<file path="src/rtl/mc_controller.sv">
// Main control FSM for the multicycle RV32I core: sequences Fetch/Decode/Execute/
// Memory/Writeback, drives datapath enables and selects, counts retired instructions.
//
// state    | meaning
// ---------+-----------------------------------------------------------
// FETCH    | read instruction at PC into IR, PC <= PC + 4
// DECODE   | read register file, precompute OldPC + imm (branch target)
// MEMADR   | compute rs1 + imm for load/store
// MEMREAD  | read data memory at ALUOut
// MEMWB    | write loaded data to rd
// MEMWRITE | write rs2 data to memory at ALUOut
// EXECR    | R-type ALU operation rs1 op rs2
// EXECI    | I-type ALU operation rs1 op imm
// JAL      | PC <= target, compute OldPC + 4 as link value
// BEQ      | compare rs1 - rs2, take branch on Zero
// ALUWB    | write ALUOut to rd
module mc_controller #(
    parameter int CNT_W = 32
) (
    input  logic             clk,
    input  logic             rst,
    input  logic [6:0]       op,
    input  logic [2:0]       funct3,
    input  logic             funct7b5,
    input  logic             Zero,
    output logic             PCWrite,
    output logic             AdrSrc,
    output logic             MemWrite,
    output logic             IRWrite,
    output logic [1:0]       ResultSrc,
    output logic [1:0]       ALUSrcA,
    output logic [1:0]       ALUSrcB,
    output logic [1:0]       ImmSrc,
    output logic [2:0]       ALUControl,
    output logic             RegWrite,
    output logic             illegal,
    output logic [CNT_W-1:0] instr_retired
);

    localparam logic [6:0] OP_LOAD   = 7'b0000011;
    localparam logic [6:0] OP_STORE  = 7'b0100011;
    localparam logic [6:0] OP_RTYPE  = 7'b0110011;
    localparam logic [6:0] OP_ITYPE  = 7'b0010011;
    localparam logic [6:0] OP_JAL    = 7'b1101111;
    localparam logic [6:0] OP_BRANCH = 7'b1100011;

    typedef enum logic [3:0] {
        S_FETCH,
        S_DECODE,
        S_MEMADR,
        S_MEMREAD,
        S_MEMWB,
        S_MEMWRITE,
        S_EXECR,
        S_EXECI,
        S_JAL,
        S_BEQ,
        S_ALUWB
    } state_t;

    state_t           r_state;
    state_t           w_next;
    logic [CNT_W-1:0] r_retired;

    logic       w_pc_update;
    logic       w_branch;
    logic       w_ir_write;
    logic       w_mem_write;
    logic       w_reg_write;
    logic       w_illegal;
    logic [1:0] w_alu_op;
    logic       w_retire;

    always_ff @(posedge clk or negedge rst) begin
        if (!rst) begin
            r_state <= S_FETCH;
        end else begin
            r_state <= w_next;
        end
    end

    always_comb begin
        w_next      = r_state;
        w_pc_update = 1'b0;
        w_branch    = 1'b0;
        w_ir_write  = 1'b0;
        w_mem_write = 1'b0;
        w_reg_write = 1'b0;
        w_illegal   = 1'b0;
        w_alu_op    = 2'b00;
        AdrSrc      = 1'b0;
        ResultSrc   = 2'b00;
        ALUSrcA     = 2'b00;
        ALUSrcB     = 2'b00;
        case (r_state)
            S_FETCH: begin
                w_ir_write  = 1'b1;
                w_pc_update = 1'b1;
                ALUSrcB     = 2'b10;
                ResultSrc   = 2'b10;
                w_next      = S_DECODE;
            end
            S_DECODE: begin
                ALUSrcA = 2'b01;
                ALUSrcB = 2'b01;
                case (op)
                    OP_LOAD, OP_STORE: w_next = S_MEMADR;
                    OP_RTYPE:          w_next = S_EXECR;
                    OP_ITYPE:          w_next = S_EXECI;
                    OP_JAL:            w_next = S_JAL;
                    OP_BRANCH:         w_next = S_BEQ;
                    default: begin
                        w_illegal = 1'b1;
                        w_next    = S_FETCH;
                    end
                endcase
            end
            S_MEMADR: begin
                ALUSrcA = 2'b10;
                ALUSrcB = 2'b01;
                w_next  = (op == OP_LOAD) ? S_MEMREAD : S_MEMWRITE;
            end
            S_MEMREAD: begin
                AdrSrc = 1'b1;
                w_next = S_MEMWB;
            end
            S_MEMWB: begin
                ResultSrc   = 2'b01;
                w_reg_write = 1'b1;
                w_next      = S_FETCH;
            end
            S_MEMWRITE: begin
                AdrSrc      = 1'b1;
                w_mem_write = 1'b1;
                w_next      = S_FETCH;
            end
            S_EXECR: begin
                ALUSrcA  = 2'b10;
                ALUSrcB  = 2'b00;
                w_alu_op = 2'b10;
                w_next   = S_ALUWB;
            end
            S_EXECI: begin
                ALUSrcA  = 2'b10;
                ALUSrcB  = 2'b01;
                w_alu_op = 2'b10;
                w_next   = S_ALUWB;
            end
            S_JAL: begin
                ALUSrcA     = 2'b01;
                ALUSrcB     = 2'b10;
                w_pc_update = 1'b1;
                w_next      = S_ALUWB;
            end
            S_BEQ: begin
                ALUSrcA  = 2'b10;
                ALUSrcB  = 2'b00;
                w_alu_op = 2'b01;
                w_branch = 1'b1;
                w_next   = S_FETCH;
            end
            S_ALUWB: begin
                ResultSrc   = 2'b00;
                w_reg_write = 1'b1;
                w_next      = S_FETCH;
            end
            default: w_next = S_FETCH;
        endcase
    end

    always_comb begin
        case (op)
            OP_STORE:  ImmSrc = 2'b01;
            OP_BRANCH: ImmSrc = 2'b10;
            OP_JAL:    ImmSrc = 2'b11;
            default:   ImmSrc = 2'b00;
        endcase
    end

    // Subtract only for R-type with funct7[5]; addi ignores instr[30].
    always_comb begin
        ALUControl = 3'b000;
        case (w_alu_op)
            2'b00: ALUControl = 3'b000;
            2'b01: ALUControl = 3'b001;
            default: begin
                case (funct3)
                    3'b000:  ALUControl = (op[5] & funct7b5) ? 3'b001 : 3'b000;
                    3'b010:  ALUControl = 3'b101;
                    3'b110:  ALUControl = 3'b011;
                    3'b111:  ALUControl = 3'b010;
                    default: ALUControl = 3'b000;
                endcase
            end
        endcase
    end

    assign w_retire = (r_state == S_MEMWB) || (r_state == S_MEMWRITE) ||
                      (r_state == S_ALUWB) || (r_state == S_BEQ);

    always_ff @(posedge clk or negedge rst) begin
        if (!rst) begin
            r_retired <= '0;
        end else if (w_retire) begin
            r_retired <= r_retired + CNT_W'(1);
        end
    end

    // Enables are gated by rst so nothing writes while reset is held.
    assign PCWrite       = rst & (w_pc_update | (w_branch & Zero));
    assign IRWrite       = rst & w_ir_write;
    assign MemWrite      = rst & w_mem_write;
    assign RegWrite      = rst & w_reg_write;
    assign illegal       = rst & w_illegal;
    assign instr_retired = r_retired;

endmodule

</file>
<file path="config.mk">
export PLATFORM = sky130hd
export DESIGN_NAME = mc_controller
export DESIGN_NICKNAME = d
export VERILOG_FILES = /design/src/rtl/mc_controller.sv
export SDC_FILE = /design/constraint.sdc
export NUM_CORES = 1
export LEC_CHECK = 0
export ABC_AREA = 1
export CORE_AREA = 2 2 75 77
export CTS_CLUSTER_DIAMETER = 80
export DETAILED_ROUTE_END_ITERATION = 10
export DIE_AREA = 0 0 77 79
export HOLD_SLACK_MARGIN = 0.08
export PLACE_DENSITY = 0.78
export SLEW_MARGIN = 40
export SYNTH_ARGS = -nofsm -noshare
export SYNTH_HDL_FRONTEND = slang
export SYNTH_SLANG_ARGS = --single-unit
</file>
<file path="constraint.sdc">
create_clock -name clk -period 1.77 [get_ports clk]
set_input_delay 0.354 -clock clk [delete_from_list [all_inputs] [get_ports clk]]
set_output_delay 0.354 -clock clk [all_outputs]
set_load 0.01 [all_outputs]
</file>
==> summary.txt <==
CP bufs+invs - 4
Clock H-tree levels - 2
Largest cells by area after synthesis - dfrtp_1 (36%), nand2_1 (24%), nor2_1 (9.5%)
Critical path endpoint category - output pin
Ys flop type - dfrtp_1
Worst Skew - 0.00609 ns
Total chip power - 2.85 mW
Share of layout cells above drive strength 1 - 0.232
Syn Nets - 417
Cell family with the largest share of critical-path delay - flip-flops
Vias/cell - 4.97
Achievable Freq - 0.537 GHz
Most frequent cell after synthesis - nand2_1
Synth cell types - 24
Largest net degree at the start of global routing - 37
Max clock buf depth - 2
Post-synth EDFFs - 0
WL final - 7.64 mm
Post-synth top area cell - dfrtp_1
#FFs+latches synth - 36
Seq/Total Area, Yosys - 0.356
Global-route usage over all layers - 0.248
R2r startpoint - r_state[2]$_DFF_PN0_
Clock sinks - 36
Syn Std Cell Area - 0.00253 mm^2
CP startpoint kind - register
Levels on crit path - 7
Worst Setup SP - r_state[3]$_DFF_PN0_
Worst VDD drop - 0.509 mV
Hold Fails Final Rpt - 0
Die Y - 79 um
R2r worst-path depth - 11
FF-to-FF setup slack - 0.09 ns
Largest stage delay on the critical path - 0.42 ns
Final ANT Viol Nets - 0
Final period util - 1.05
Post-synth top cells - nand2_1 (161), nor2_1 (64), inv_1 (46), dfrtp_1 (36), nand3_1 (27)
Place WS - -0.531 ns
PD cells - 748 mW/mm^2
CTS Hold Bufs - 0
Minimum clock period - 1.86 ns
Pins Over Slew Limit - 0
Final setup violation count - 6
Fin nets - 523
Clock Tree Root - clkbuf_8
Worst hold slack - 0.103 ns
Post-Layout Cell Count - 581
Top-area cell type share of the netlist area - 0.356
IO Pins - 63
Synthesized area per cell - 6.29 um^2
Cells after synthesis - 402
Relative slew slack - 0.686
Failing checks - setup timing
First-pass GRT wire length - 12.2 mm
Detailed Route Iter0 Violations - 180
Leakage - 1.74 nW
GRT Residual Overflow - 0
RSZ-0062 raised after global routing - yes
Number of diodes - 0
Post-route DRC violation count - 0
Cts bufs inserted - 5
Cell repeated most along the worst path - inv_2
Synth warn - 0
Vias in the first global route - 2,708
CTS clk-pin slew, worst paths - 0.08 ns
Worst path arrival time - 1.51 ns
GP Congestion - 0.913
Number of port buffers - 62
Cell Chain, Critical Path - nor2_2, inv_2, buf_6, nor2_4, inv_2, nor2_1, buf_2
Drt pass-1 iters - 4
Critical Path RT - 1.42 ns
Max_cap viols - 0
Worst-skew pair later-pin latency - 0.29 ns
Worst Tran Pin Value - 0.470 ns
Rows - 27
Vias - 2,886
Post-synthesis async set-or-reset flop share - 1.00
WS Path Type - register to output pin
WL/cell - 13.2 um
HPWL after detailed placement - 5.30 mm
Hold Crit Class - input pin to async pin
Antenna violations before repair - 0
Reg2Reg Capture Point - instr_retired[21]$_DFFE_PN0P_
CTS tree - yes
Max FO, Critical Path - 3
Core ar. - 0.00534 mm^2
DP Cell Count - 560
Fin Setup TNS - -0.277 ns
Area added between synthesis and finish - 50.9%
Status - complete, but fails checks
Slowest CP cell - dfrtp_1
Post-route setup slack - -0.0934 ns
Die Width - 77 um
Initial Util - 0.474
Die area - 0.00608 mm^2
## worst max path at each step
stage / end
floorplan: illegal
global placement: ImmSrc[0]
detailed placement: ImmSrc[0]
CTS: illegal
global route: IRWrite
finish: IRWrite
## sequential cells by signal, summed over array words and instances, names as in the netlist
signal	cells
instr_retired	32
r_state	4
## layout by cell type (no fill, tap or decap), drive strengths merged, types with 3 or more instances in the layout
master,instances
nand2,164
nor2,73
buf,60
inv,49
clkdlybuf4s50,37
dfrtp,36
nand3,28
xor2,14
o21ai,11
nand4,7
dlygate4sd2,6
clkbuf,6
nor3,3
a21oi,3
## cell type report
type                    instances  area, um^2
clock buffers                   6        72.6
flip-flops and latches         36         901
multi-input cells             311        1600
inverters                      49         194
clock inverters                 2        35.0
fillers                       441        1520
well taps                      72        90.1
repair buffers                105         922
## report_power, final
part           switching [mW]  leakage (nW)  internal, mW
clock                   0.314        0.0552         0.418
combinational           0.590          1.19         0.597
sequential             0.0624         0.497         0.872
total                   0.967          1.74          1.89
## layer usage
metal | up-vias | track usage | part of all wire
met3 | 16 | 0.0477 | 0.071
met1 | 1313 | 0.322 | 0.41
met2 | 107 | 0.418 | 0.49
li1 | 1450 | - | -
met5 | - | 0 | 0
met4 | 0 | 0.0839 | 0.023
## stage by stage
| stage | instance area, um^2 | utilization |
|---|---|---|
| 6_report | 3810 | 0.714 |
| 3_3_place_gp | 3440 | 0.645 |
| 2_1_floorplan | 2530 | - |
| 3_5_place_dp | 3440 | 0.645 |
| 4_1_cts | 3640 | 0.683 |
| 5_1_grt | 3810 | 0.714 |
## repair_timing
item / in CTS / in global routing
hold endpoints to repair: 0 / 0
cloned: 0 / 0
endpoints found under the setup margin: 17 / 32
pin swaps: 12 / 14
gates resized for setup: 107 / 41
buffers inserted: 6 / 7
## logic make-up (layout without fill, tap and decap cells)
group / Yosys count / after routing / synth area share
AND/OR/NAND/NOR: 279 / 279 / 0.464
XOR/XNOR: 15 / 15 / 0.0520
AO/OA/AOI/OAI: 16 / 16 / 0.0337
buffers and inverters: 55 / 162 / 0.0886
flip-flops: 36 / 36 / 0.356
adder cells (fa/ha/maj): 1 / 1 / 0.00495
No activity file was read; power rests on OpenSTA's default activity.
